`config.mk`:
```
export PLATFORM = sky130hd
export DESIGN_NAME = spi_byte_phy
export DESIGN_NICKNAME = d
export VERILOG_FILES = /design/src/rtl/spi_byte_phy.sv
export SDC_FILE = /design/constraint.sdc
export NUM_CORES = 1
export LEC_CHECK = 0
export CAP_MARGIN = 20
export CORE_AREA = 5 5 64 66
export DETAILED_ROUTE_END_ITERATION = 7
export DIE_AREA = 0 0 69 71
export PLACE_DENSITY = 0.75
export SLEW_MARGIN = 30
export SYNTH_ARGS = -nofsm -noshare
export SYNTH_HDL_FRONTEND = slang
export SYNTH_SLANG_ARGS = --single-unit
```
`constraint.sdc`:
```
create_clock -name clk -period 2.25 [get_ports clk]
set_clock_uncertainty 0.1 [all_clocks]
set_input_delay 0.225 -clock clk [delete_from_list [all_inputs] [get_ports clk]]
set_output_delay 0.225 -clock clk [all_outputs]
set_load 0.005 [all_outputs]
```
`src/rtl/spi_byte_phy.sv`:
```
// spi_byte_phy: SPI mode-0 (CPOL=0, CPHA=0) slave front end.
// Oversamples the raw SPI pins in the clk domain and exchanges whole bytes
// with the register logic through rx_valid / tx_load / frame_start / frame_end.
// Optional build macro: SPI_BYTE_PHY_GLITCH_FILTER_EN adds a 3-sample majority
// filter on synchronised spi_clk and spi_cs (two extra cycles of edge latency).
module spi_byte_phy #(
    parameter int SYNC_STAGES = 2,
    parameter bit MSB_FIRST   = 1'b1
) (
    input  logic       clk,
    input  logic       rst,
    input  logic       spi_clk,
    input  logic       spi_mosi,
    input  logic       spi_cs,
    output logic       spi_miso,
    output logic       spi_miso_oe,
    output logic [7:0] rx_data,
    output logic       rx_valid,
    input  logic [7:0] tx_data,
    output logic       tx_load,
    output logic       frame_start,
    output logic       frame_end
);

    typedef enum logic [1:0] {
        WAIT_IDLE = 2'd0,
        IDLE      = 2'd1,
        ACTIVE    = 2'd2
    } state_t;

    state_t state, state_nxt;

    logic [SYNC_STAGES-1:0] sck_sync, mosi_sync, cs_sync;
    logic       sck_lvl, cs_lvl, mosi_s;
    logic       sck_d, cs_d;
    logic       sck_rise, sck_fall, cs_rise, cs_fall;
    logic       start_evt, end_evt, rx_evt, reload_evt, shift_evt;
    logic [2:0] bit_cnt;
    logic       byte_seen, rx_done;
    logic [7:0] rx_shift, tx_shift;
    logic       tx_bit;

    // Input synchronisers; cs resets to 0 so a frame already in progress is not mistaken for a new one
    always_ff @(posedge clk) begin
        if (rst) begin
            sck_sync  <= '0;
            mosi_sync <= '0;
            cs_sync   <= '0;
        end else begin
            // NOTE: sequential state always uses non-blocking assignments so every
            // flop samples pre-edge values regardless of statement order.
            sck_sync  <= {sck_sync[SYNC_STAGES-2:0], spi_clk};
            mosi_sync <= {mosi_sync[SYNC_STAGES-2:0], spi_mosi};
            cs_sync   <= {cs_sync[SYNC_STAGES-2:0], spi_cs};
        end
    end

`ifdef SPI_BYTE_PHY_GLITCH_FILTER_EN
    logic [2:0] sck_win, cs_win;

    // Three-sample history windows feeding the majority vote
    always_ff @(posedge clk) begin
        if (rst) begin
            sck_win <= '0;
            cs_win  <= '0;
        end else begin
            sck_win <= {sck_win[1:0], sck_sync[SYNC_STAGES-1]};
            cs_win  <= {cs_win[1:0], cs_sync[SYNC_STAGES-1]};
        end
    end

    assign sck_lvl = (sck_win[0] & sck_win[1]) | (sck_win[0] & sck_win[2]) | (sck_win[1] & sck_win[2]);
    assign cs_lvl  = (cs_win[0] & cs_win[1]) | (cs_win[0] & cs_win[2]) | (cs_win[1] & cs_win[2]);
`else
    assign sck_lvl = sck_sync[SYNC_STAGES-1];
    assign cs_lvl  = cs_sync[SYNC_STAGES-1];
`endif

    assign mosi_s = mosi_sync[SYNC_STAGES-1];

    // History flops for single-cycle edge detection
    always_ff @(posedge clk) begin
        if (rst) begin
            sck_d <= 1'b0;
            cs_d  <= 1'b0;
        end else begin
            sck_d <= sck_lvl;
            cs_d  <= cs_lvl;
        end
    end

    assign sck_rise = sck_lvl & ~sck_d;
    assign sck_fall = ~sck_lvl & sck_d;
    assign cs_rise  = cs_lvl & ~cs_d;
    assign cs_fall  = ~cs_lvl & cs_d;

    // State register
    always_ff @(posedge clk) begin
        if (rst) state <= WAIT_IDLE;
        else     state <= state_nxt;
    end

    // Next-state logic
    always_comb begin
        // NOTE: default assignment first so no path through the case leaves
        // state_nxt unassigned, which would infer a latch.
        state_nxt = state;
        unique case (state)
            WAIT_IDLE: if (cs_lvl)  state_nxt = IDLE;
            IDLE:      if (cs_fall) state_nxt = ACTIVE;
            ACTIVE:    if (cs_rise) state_nxt = IDLE;
            default:   state_nxt = WAIT_IDLE;
        endcase
    end

    // Event decode; cs_rise masks any SCK edge seen in the same cycle
    always_comb begin
        start_evt  = (state == IDLE) && cs_fall;
        end_evt    = (state == ACTIVE) && cs_rise;
        rx_evt     = (state == ACTIVE) && sck_rise && !cs_rise;
        reload_evt = (state == ACTIVE) && sck_fall && !cs_rise && (bit_cnt == 3'd0) && byte_seen;
        shift_evt  = (state == ACTIVE) && sck_fall && !cs_rise && !reload_evt;
    end

    assign tx_bit      = MSB_FIRST ? tx_shift[7] : tx_shift[0];
    assign spi_miso_oe = (state == ACTIVE);

    // Shift registers, bit counter and strobes; tx_data is sampled on the edge that raises tx_load
    always_ff @(posedge clk) begin
        if (rst) begin
            rx_shift    <= '0;
            tx_shift    <= '0;
            bit_cnt     <= '0;
            byte_seen   <= 1'b0;
            rx_done     <= 1'b0;
            rx_data     <= '0;
            rx_valid    <= 1'b0;
            tx_load     <= 1'b0;
            frame_start <= 1'b0;
            frame_end   <= 1'b0;
            spi_miso    <= 1'b0;
        end else begin
            frame_start <= start_evt;
            frame_end   <= end_evt;
            tx_load     <= start_evt | reload_evt;
            rx_done     <= 1'b0;
            rx_valid    <= rx_done;
            if (rx_done) rx_data <= rx_shift;

            if (start_evt) begin
                tx_shift  <= tx_data;
                bit_cnt   <= '0;
                byte_seen <= 1'b0;
            end else if (end_evt) begin
                bit_cnt <= '0;
            end else begin
                if (rx_evt) begin
                    rx_shift <= MSB_FIRST ? {rx_shift[6:0], mosi_s} : {mosi_s, rx_shift[7:1]};
                    bit_cnt  <= bit_cnt + 3'd1;
                    if (bit_cnt == 3'd7) begin
                        rx_done   <= 1'b1;
                        byte_seen <= 1'b1;
                    end
                end
                if (reload_evt)     tx_shift <= tx_data;
                else if (shift_evt) tx_shift <= MSB_FIRST ? {tx_shift[6:0], 1'b0} : {1'b0, tx_shift[7:1]};
            end

            spi_miso <= (state_nxt == ACTIVE) ? tx_bit : 1'b0;
        end
    end

endmodule

```
==> Word-level counts from Yosys, hierarchy flattened <==
Index checks and enable logic that the tools add are counted.
{ "totals": {"regBits": 44, "word_cells": 66, "inputBits": 13, "out_inout_bits": 14} }
{ "classes": {"n_addsub": 1, "bitwise_logic": 13, "n_reduce_logical": 21, "n_mux": 9, "eq_ne": 5} }
{ "ops": {"columns": ["operator", "count"], "rows": [
  ["8-bit two-way mux", 4],
  ["1-bit logical AND", 9],
  ["1-bit NOT", 8],
  ["2-bit two-way mux", 3],
  ["2-bit case mux with 3 select lines", 1],
  ["3-bit AND reduction", 2],
  ["1-bit bitwise AND", 4],
  ["2-bit == test (second input constant)", 2],
  ["2-bit OR reduction", 2],
  ["4-bit OR reduction", 1],
  ["3-bit by 1-bit adder with 3-bit output (second input constant)", 1],
  ["3-bit == test (second input constant)", 1],
  ["3-bit logical NOT", 1],
  ["3-bit nonzero test", 1],
  ["3-bit OR reduction", 1],
  ["2-bit by 1-bit == test with 1-bit output (second input constant)", 1],
  ["1-bit logical NOT", 2],
  ["2-bit logical NOT", 1],
  ["2-bit != test (second input constant)", 1],
  ["2-bit AND reduction", 1],
  ["1-bit two-way mux", 1],
  ["1-bit OR", 1]
]} }

==> Depth between registers and ports, before layout <==
Gate-level depths: netlist of run 1.
{ "logic_depth": {"word_depth": 12, "ltp_mapped": 7, "mapped_depth_nobuf": 6} }

==> Worst setup path after synthesis of run 1 <==
Ideal clock, no wire load.
{ "synth_path": {"path_kind": "reg2reg", "from": "reg bit_cnt[0]", "to": "reg tx_shift[7]", "slack_ns": 0.612, "t_required_ns": 2.038, "n_path_buf": 0, "synth_period_minus_slack_ns": 1.638, "arrival_time_ns": 1.426, "setup_ns": 0.112, "path_stages_with_launch": 7, "path_cell_list": "dfxtp_1 -> inv_1 -> ha_1 -> and3b_1 -> a41oi_2 -> nor2_1 -> a2111oi_1"} }
{ "synth_between": {"elab_chain_cells": 7, "word_cells_on_any_way": 10, "cone_classes": "mux: 3; reduce/logical: 7"} }
{ "synth_rtl": {"columns": ["element", "line_no", "source"], "rows": [
  ["start, declared", "38", "logic [2:0] bit_cnt;"],
  ["start signal, assigned", "159", "bit_cnt <= bit_cnt + 3'd1;"],
  ["3-bit logical NOT *", "121", "reload_evt = (state == ACTIVE) && sck_fall && !cs_rise && (bit_cnt == 3'd0) && byte_seen;"],
  ["1-bit logical AND * (2 in a row)", "121", null],
  ["1-bit logical NOT", "122", "shift_evt = (state == ACTIVE) && sck_fall && !cs_rise && !reload_evt;"],
  ["1-bit logical AND", "122", null],
  ["3-bit nonzero test (no line)", null, null],
  ["2-bit AND reduction (no line)", null, null],
  ["end signal, assigned", "151", "tx_shift <= tx_data;"],
  ["end signal, assigned", "165", "if (reload_evt) tx_shift <= tx_data;"],
  ["end signal, assigned", "166", "else if (shift_evt) tx_shift <= MSB_FIRST ? {tx_shift[6:0], 1'b0} : {1'b0, tx_shift[7:1]};"],
  ["end, declared", "40", "logic [7:0] rx_shift, tx_shift;"]
]} }
Mark *: on every way between the ends. The rest lies on a longest branch, timed or not. The select of a mux whose other input is x is not followed.
A chain may end at the register's enable or synchronous reset.

==> Final worst setup path of run 1 <==
Ends and elaborated chain as after synthesis.

==> results.yml, run 1 <==
layout:
  nets: 207
  final_common_cell: "dfxtp_1"
  areaGrowthSynthToFinish_pct: 20.7
  drive_above_1_share_pct: 13.5
  num_antenna_cells: 0
  final_cell_mix: "dfxtp_1, nor2_1, clkdlybuf4s50_1"
floorplan:
  row_count: 22
  dieHeight_um: 71
  num_io_pins: 27
  core_um2: 3520
  start_util_pct: 48.4
  die_width_um: 69
  dieArea_um2: 4900
setup_path:
  ff2ff_path_depth: 6
  startpoint_type: "flip-flop"
  critical_path_class: "reg2reg"
  worst-path-max-fanout: 9
  end_kind: "flip-flop"
  cp_slowest_cell: "a41oi_2"
  cpPeakStageDelay_ps: 430
  reg2reg_slack_ps: 330
  worstPathCellList: "inv_1 > ha_1 > and3b_1 > a41oi_2 > nor2_1 > a2111oi_1"
  arrival_ps: 2040
  worstPathRequired_ps: 2380
clock_tree:
  ctsHoldBuffers: 0
  clkTransAtPathRegs_ps: 120
  cts_tree: "done"
  clock_path_buffers: 2
  root_buffer: "clkbuf_4"
  clk-insertion-delay-late_ps: 340
  post_cts_resized: 0
  post_cts_buffers: 0
  clock-sinks: 44
  h-tree-depth: 2
  cts_buffers: 5
power_and_ir_drop:
  power_w: 0.00123
  p_per_area_nw_per_um2: 599
  vdd_drop_max_mv: 0.426
  leakagePower_nw: 0.794
global_route:
  antenna_found_initial: 0
  grt.total_usage_pct: 12.2
  grt_pass1_wl_mm: 5.00
  grt_max_degree: 23
  grt_pass1_vias: 1182
  grt.overflow.total: 0
synthesis:
  yosysWarnings: 0
  ys_seq_area_share_pct: 51.6
  synth_seq_cells: 44
  syn_area_per_cell_um2: 10.5
  synth.distinct_cells: 30
  syn_nets: 179
  synthesis.area_um2: 1710
  synth_cells: 163
timing:
  worst_pin_slew_ps: 613
  fin_crit_sh_pct: 85.2
  tns_ps: 0
  setup_viol: 0
  relSlewSlack_pct: 59.0
  grt_setup_unrepaired: "no"
  max_freq_mhz: 522
  fin_crit_ps: 1920
  hold_ws_ps: 340
  final_max_slew_viol_count: 0
  final-hold-violation-count: 0
route:
  routed_wirelength_mm: 2.88
  ant_nets: 0
  firstDrtPassIters: 4
  drt_iter0_drc: 19
  remaining_drc_errors: 0
  vias: 1168
  via_per_inst: 4.87
  wl_per_cell_um: 12.0
job:
  cap_violations: 0
placement:
  numPortBuffers: 26
  gp_congestion: 0.724
  dpl.hpwl_mm: 2.09
outcome:
  status: "finished clean"
hold_path:
  holdCritPathClass: "in2reg"
  hold_depth: 2
[Yosys cell counts, drive strengths merged]
| cell type | n | area (µm²) |
|---|---|---|
| nor4bb | 1 | 10.0 |
| ha | 3 | 37.5 |
| nand2b | 3 | 18.8 |
| a2111oi | 7 | 100 |
| a41oi | 1 | 16.3 |
| o21ai | 1 | 5.00 |
| nor2 | 31 | 116 |
| nor2b | 11 | 68.8 |
| and3b | 1 | 8.76 |
| buf | 5 | 41.3 |
| a21oi | 3 | 15.0 |
| or2 | 1 | 6.26 |
| nand2 | 1 | 3.75 |
| mux2i | 18 | 180 |
| xnor2 | 1 | 8.76 |
| nand4b | 1 | 8.76 |
| nor4 | 1 | 6.26 |
| o21a | 1 | 7.51 |
| o22a | 1 | 8.76 |
| a31oi | 1 | 12.5 |
| inv | 12 | 45.0 |
| nor3 | 9 | 75.1 |
| clkbuf | 4 | 15.0 |
| dfxtp | 44 | 881 |
| nand3 | 1 | 10.0 |
[worst paths after layout]
kind	startpoint	endpoint
worst max-delay path	bit_cnt[0]	tx_shift[7]
worst min-delay path	spi_clk	sck_sync[0]
worst max register to register	bit_cnt[0]	tx_shift[7]
worst min register to register	mosi_sync[0]	mosi_sync[1]
[final cells by class]
cell class	count	area, µm²
Fill cell	315	1460
Inverter	12	45.0
Sequential cell	44	881
Timing Repair Buffer	30	290
Clock buffer	8	58.8
Tap cell	48	60.1
Multi-Input combinational cell	98	724
[state kept, by name, summed over array words and instances, names as in the netlist]
signal,cells
rx_shift,8
spi_miso,1
state,2
frame_end,1
rx_valid,1
rx_done,1
frame_start,1
bit_cnt,3
tx_load,1
cs_sync,2
cs_d,1
sck_sync,2
rx_data,8
mosi_sync,2
byte_seen,1
tx_shift,8
sck_d,1
[layer usage]
layer	GRT usage, %	vias up	share of wire [%]
li1	-	598	-
met5	0	-	0
met1	14.3	543	45
met2	21.0	22	50
met3	3.55	5	3.5
met4	5.21	0	1.4
[kinds of logic (layout without fill, tap and decap cells)]
logic type | Yosys count | after routing | share of synthesized area, %
buf+inv | 21 | 50 | 5.94
xor+xnor | 1 | 1 | 0.513
flops | 44 | 44 | 51.6
compound gates | 15 | 15 | 9.68
mux | 18 | 18 | 10.6
simple gates | 61 | 61 | 19.5
fa+ha+maj | 3 | 3 | 2.20
[stage by stage]
| stage | cell area, µm² | util (%) | setup slack (ps) | instances |
|---|---|---|---|---|
| 2_1_floorplan | 1710 | - | 612 | 163 |
| 3_3_place_gp | 2000 | 56.8 | 509 | 232 |
| 5_1_grt | 2060 | 58.5 | 214 | 240 |
| 4_1_cts | 2060 | 58.5 | 306 | 240 |
| 6_report | 2060 | 58.5 | 334 | 240 |
| 3_5_place_dp | 2000 | 56.8 | 348 | 232 |
[where the power goes]
group	internal, W	switching [W]
Clock	0.000155	0.000230
Combinational	0.0000314	0.0000249
Sequential	0.000788	0.00000459
[critical path, delay by kind of cell (launching register included)]
kind	cells	cell delay [ps]
compound gates	2	820
buf+inv	1	70
simple gates	2	280
flops	1	350
fa+ha+maj	1	180
(Power assumes the default switching activity.)
==> inputs of run 2 (changes only) <==
--- a/config.mk
+++ b/config.mk
@@ -9,6 +9,7 @@
 export CORE_AREA = 5 5 64 66
 export DETAILED_ROUTE_END_ITERATION = 7
 export DIE_AREA = 0 0 69 71
+export GPL_TIMING_DRIVEN = 0
 export PLACE_DENSITY = 0.75
 export SLEW_MARGIN = 30
 export SYNTH_ARGS = -nofsm -noshare
==> run 2 against run 1 <==
Net effect:
- combinational power rose by 4.8%
- critical endpoint unchanged
- flip-flop and latch count is the same
- sequential share of layout area decreased by 0.54 points
- critical path type unchanged
- clock power increased by 1%
- first-iteration DRC count increased by 120%
- highest routed layer unchanged
- die area is the same
- utilization is 0.75 points higher
- wire length up 7.8%
- hold slack worse by 17 ps
- register-to-register slack hardly changed
==> results.yml, run 2 (synthesis gave the netlist of run 1 again) <==
timing:
  relSlewSlack_pct: 57.4
  max_freq_mhz: 521
  hold_ws_ps: 323
  fin_crit_sh_pct: 85.2
  tns_ps: 0
  worst_pin_slew_ps: 638
  final-hold-violation-count: 0
  grt_setup_unrepaired: "no"
  final_max_slew_viol_count: 0
  setup_viol: 0
  fin_crit_ps: 1920
route:
  remaining_drc_errors: 0
  ant_nets: 0
  drt_iter0_drc: 42
  wl_per_cell_um: 12.7
  via_per_inst: 4.82
  firstDrtPassIters: 4
  routed_wirelength_mm: 3.10
  vias: 1182
clock_tree:
  post_cts_buffers: 0
  clock-sinks: 44
  ctsHoldBuffers: 0
  post_cts_resized: 0
  cts_buffers: 5
  clkTransAtPathRegs_ps: 120
  root_buffer: "clkbuf_4"
  clk-insertion-delay-late_ps: 350
  h-tree-depth: 2
  clock_path_buffers: 2
  cts_tree: "done"
layout:
  multi_input_area_um2: 724
  final_cell_mix: "dfxtp_1, nor2_1, clkdlybuf4s50_1"
  final_common_cell: "dfxtp_1"
  nets: 212
  drive_above_1_share_pct: 13.2
  fill_cells: 344
  reg_top3: "rx_data x8, rx_shift x8, tx_shift x8"
  seq_area_um2: 881
  areaGrowthSynthToFinish_pct: 22.2
  num_antenna_cells: 0
floorplan:
  dieHeight_um: 71
  row_count: 22
  start_util_pct: 48.4
  dieArea_um2: 4900
  core_um2: 3520
  die_width_um: 69
  num_io_pins: 27
power_and_ir_drop:
  internal_power_w: 0.000975
  p_seq_share_pct: 63.9
  leakagePower_nw: 0.802
  p_sw_w: 0.000266
  vdd_drop_max_mv: 0.286
  power.share.clock_pct: 31.3
  comb_power_share_pct: 4.8
  p_per_area_nw_per_um2: 595
  swShare_pct: 21.4
setup_path:
  reg2reg_slack_ps: 330
  ff2ff_path_depth: 6
  startpoint_type: "flip-flop"
  arrival_ps: 2050
  r2r_start: "bit_cnt[0]"
  r2r-end: "tx_shift[7]"
  critical_path_class: "reg2reg"
  endpoint: "tx_shift[7]"
  crit_start: "bit_cnt[0]"
  worstPathRequired_ps: 2380
  worst-path-max-fanout: 9
  end_kind: "flip-flop"
placement:
  numPortBuffers: 26
  dpl.hpwl_mm: 2.28
  gp_congestion: 0.750
outcome:
  status: "finished clean"
global_route:
  grt_pass1_vias: 1198
  grt_pass1_wl_mm: 5.30
  antenna_found_initial: 0
  grt.overflow.total: 0
  grt.total_usage_pct: 13.7
  grt_max_degree: 13
job:
  cap_violations: 0
hold_path:
  holdCritPathClass: "in2reg"
==> run 2: power by group through the flow <==
stage / sequential, W / clock (W) / combinational (W)
after global placement: 0.000810 / 0 / 0.0000580
final: 0.000793 / 0.000388 / 0.0000591
after CTS: 0.000793 / 0.000403 / 0.0000599
after detailed placement: 0.000810 / 0 / 0.0000598
after global routing: 0.000795 / 0.000436 / 0.0000649
after floorplan: 0.000809 / 0 / 0.0000296
==> run 2: cell type report <==
type	count	area share (%)
Buffer	9	2.70
Clock buffer	8	2.82
Inverter	12	2.16
Multi-Input combinational cell	98	34.7
Sequential cell	44	42.2
Tap cell	48	2.88
Timing Repair Buffer	26	12.5
==> run 2: through the flow <==
stage / area [µm²] / power (W) / util (%) / std cells / setup slack, ps
floorplan: 1710 / 0.000839 / - / 163 / 612
global placement: 2030 / 0.000868 / 57.5 / 237 / 156
global route: 2090 / 0.00130 / 59.2 / 245 / 139
finish: 2090 / 0.00124 / 59.2 / 245 / 332
CTS: 2090 / 0.00126 / 59.2 / 245 / 335
detailed placement: 2030 / 0.000870 / 57.5 / 237 / 84.2
==> run 2: critical path, stage by stage, from the launching register on <==
cell and delay, ps:
dfxtp_1 360, inv_1 70, ha_1 190, and3b_1 180, a41oi_2 440, nor2_1 90
a2111oi_1 370
==> run 2: worst min path at each step <==
stage	slack (ps)	depth (start not counted)	from	endpoint
2_1_floorplan	210	1	rst	tx_shift[7]
3_3_place_gp	320	1	sck_sync[0]	sck_sync[1]
6_report	320	2	spi_mosi	mosi_sync[0]
4_1_cts	310	2	spi_cs	cs_sync[0]
3_5_place_dp	330	1	mosi_sync[0]	mosi_sync[1]
5_1_grt	300	2	spi_cs	cs_sync[0]
==> run 2: layer usage <==
layer | up-vias | track usage, % | wire length (µm)
met4 | 0 | 7.16 | 64
met2 | 17 | 23.7 | 1530
met1 | 548 | 15.3 | 1400
li1 | 610 | - | -
met3 | 7 | 3.84 | 108
met5 | - | 0 | 0
==> inputs of run 3 (changes only) <==
--- a/config.mk
+++ b/config.mk
@@ -11,6 +11,7 @@
 export DIE_AREA = 0 0 69 71
 export GPL_TIMING_DRIVEN = 0
 export PLACE_DENSITY = 0.75
+export REMOVE_ABC_BUFFERS = 1
 export SLEW_MARGIN = 30
 export SYNTH_ARGS = -nofsm -noshare
 export SYNTH_HDL_FRONTEND = slang
==> run 3 against run 2 <==
Net effect:
- clock power is 11% lower
- utilization is 0.82 points lower
- count of clock-buffer cells in the layout is 3 lower
- flip-flop and latch count stayed put
- global-route usage is 1.4 points lower
- largest cell class unchanged
- largest power group unchanged
==> results.yml, run 3 (synthesis gave the netlist of run 1 again) <==
setup_path:
  r2r_start: "cs_d"
  cpPeakStageDelay_ps: 660
  critPathTopFamily: "simple AND/OR/NAND/NOR gates"
  worst-path-max-fanout: 7
  worst-path-buf-inv: 0
  ff2ff_path_depth: 4
  arrival_ps: 2200
  reg2reg_slack_ps: 200
  worstPathRequired_ps: 2400
  r2r-end: "tx_shift[6]"
  end_kind: "flip-flop"
  startpoint_type: "flip-flop"
  worstPathCellList: "nor4bb_2 > or2_1 > nor3_2 > a2111oi_2"
  cp_slowest_cell: "nor4bb_2"
  critical_path_class: "reg2reg"
layout:
  fin_cells: 237
  utilization_pct: 58.4
  drive_above_1_share_pct: 14.3
  areaGrowthSynthToFinish_pct: 20.5
  nets: 205
  reg_top3: "rx_data x8, rx_shift x8, tx_shift x8"
  final_common_cell: "dfxtp_1"
  num_antenna_cells: 0
  final_cell_mix: "dfxtp_1, nor2_1, clkdlybuf4s50_1"
hold_path:
  hold_end: "rx_data[1]"
  hold_depth: 2
  hp-start: "rst"
  holdCritPathClass: "in2reg"
power_and_ir_drop:
  p_per_area_nw_per_um2: 581
  leakagePower_nw: 0.786
  vdd_drop_max_mv: 0.524
global_route:
  grt.overflow.total: 0
  grt_pass1_wl_mm: 4.88
  antenna_found_initial: 0
  grt_max_degree: 23
  grt.total_usage_pct: 12.3
  grt_pass1_vias: 1144
route:
  wl_per_cell_um: 11.8
  firstDrtPassIters: 3
  ant_nets: 0
  via_per_inst: 4.84
  drt_iter0_drc: 24
  remaining_drc_errors: 0
  routed_wirelength_mm: 2.80
  vias: 1147
timing:
  final-hold-violation-count: 0
  fin_crit_sh_pct: 90.9
  final_max_slew_viol_count: 0
  fin_crit_ps: 2050
  relSlewSlack_pct: 52.0
  grt_setup_unrepaired: "no"
  setup_viol: 0
  worst_pin_slew_ps: 710
  worst_slack_ps: 205
  max_freq_mhz: 489
floorplan:
  start_util_pct: 48.4
  dieArea_um2: 4900
  dieHeight_um: 71
  row_count: 22
  num_io_pins: 27
  core_um2: 3520
  die_width_um: 69
clock_tree:
  clock-sinks: 44
  clkTransAtPathRegs_ps: 120
  cts_tree: "done"
  h-tree-depth: 2
  clock_path_buffers: 2
  cts_buffers: 5
  ctsHoldBuffers: 0
  clk-insertion-delay-late_ps: 340
  root_buffer: "clkbuf_4"
placement:
  dpl.hpwl_mm: 2.06
  dpl_worst_slack_ps: 155
  dp.cells: 229
  numPortBuffers: 26
  gp_congestion: 0.712
job:
  cap_violations: 0
outcome:
  status: "finished clean"
[run 3: what timing repair did]
item | CTS | global route
setup buffers | 0 | 1
hold endpoints to repair | 0 | 0
endpoints found under the setup margin | 0 | 1
resized for setup | 0 | 0
[run 3: through the flow]
step / hold WS (ps) / power, W / TNS [ps] / instance area (µm²)
floorplan: 194 / 0.000827 / 0 / 1650
global placement: 317 / 0.000862 / -550 / 1970
detailed placement: 329 / 0.000869 / 0 / 2000
CTS: 178 / 0.00122 / 0 / 2050
global route: 191 / 0.00126 / 0 / 2060
finish: 189 / 0.00120 / 0 / 2060
[run 3: final cells by class]
type | instances | area (µm²)
clock buffer | 5 | 37.5
clock inverter | 2 | 12.5
fill | 343 | 1470
inverter | 12 | 45.0
multi-input combinational | 98 | 731
sequential | 44 | 881
tap | 48 | 60.1
timing repair buffer | 28 | 290
[run 3: worst max-delay path by stage]
stage	start	end	slack, ps	cells after the start
detailed placement	cs_d	bit_cnt[0]	150	4
global route	cs_d	tx_shift[3]	30	4
CTS	cs_d	bit_cnt[0]	120	4
global placement	rst	bit_cnt[1]	-160	4
floorplan	cs_d	tx_shift[1]	260	4
finish	cs_d	tx_shift[6]	200	4
[run 3: layer usage]
metal / GRT usage [%] / vias up / wire length [µm]
met5: 0 / - / 0
met4: 3.25 / 0 / 23
met3: 5.97 / 2 / 161
met2: 20.9 / 23 / 1350
met1: 13.7 / 524 / 1260
li1: - / 598 / -
[run 3: worst register-to-register path, delay by kind of cell (launching register included)]
kind | cells | cell delay, ps
and+or+nand+nor | 3 | 1160
DFF | 1 | 360
AOI/OAI and AO/OA | 1 | 330
[run 3: power breakdown]
part           total [W]  internal (W)  switching [W]
combinational  0.0000580     0.0000332      0.0000249
sequential      0.000793      0.000788     0.00000463
clock           0.000345      0.000114       0.000231
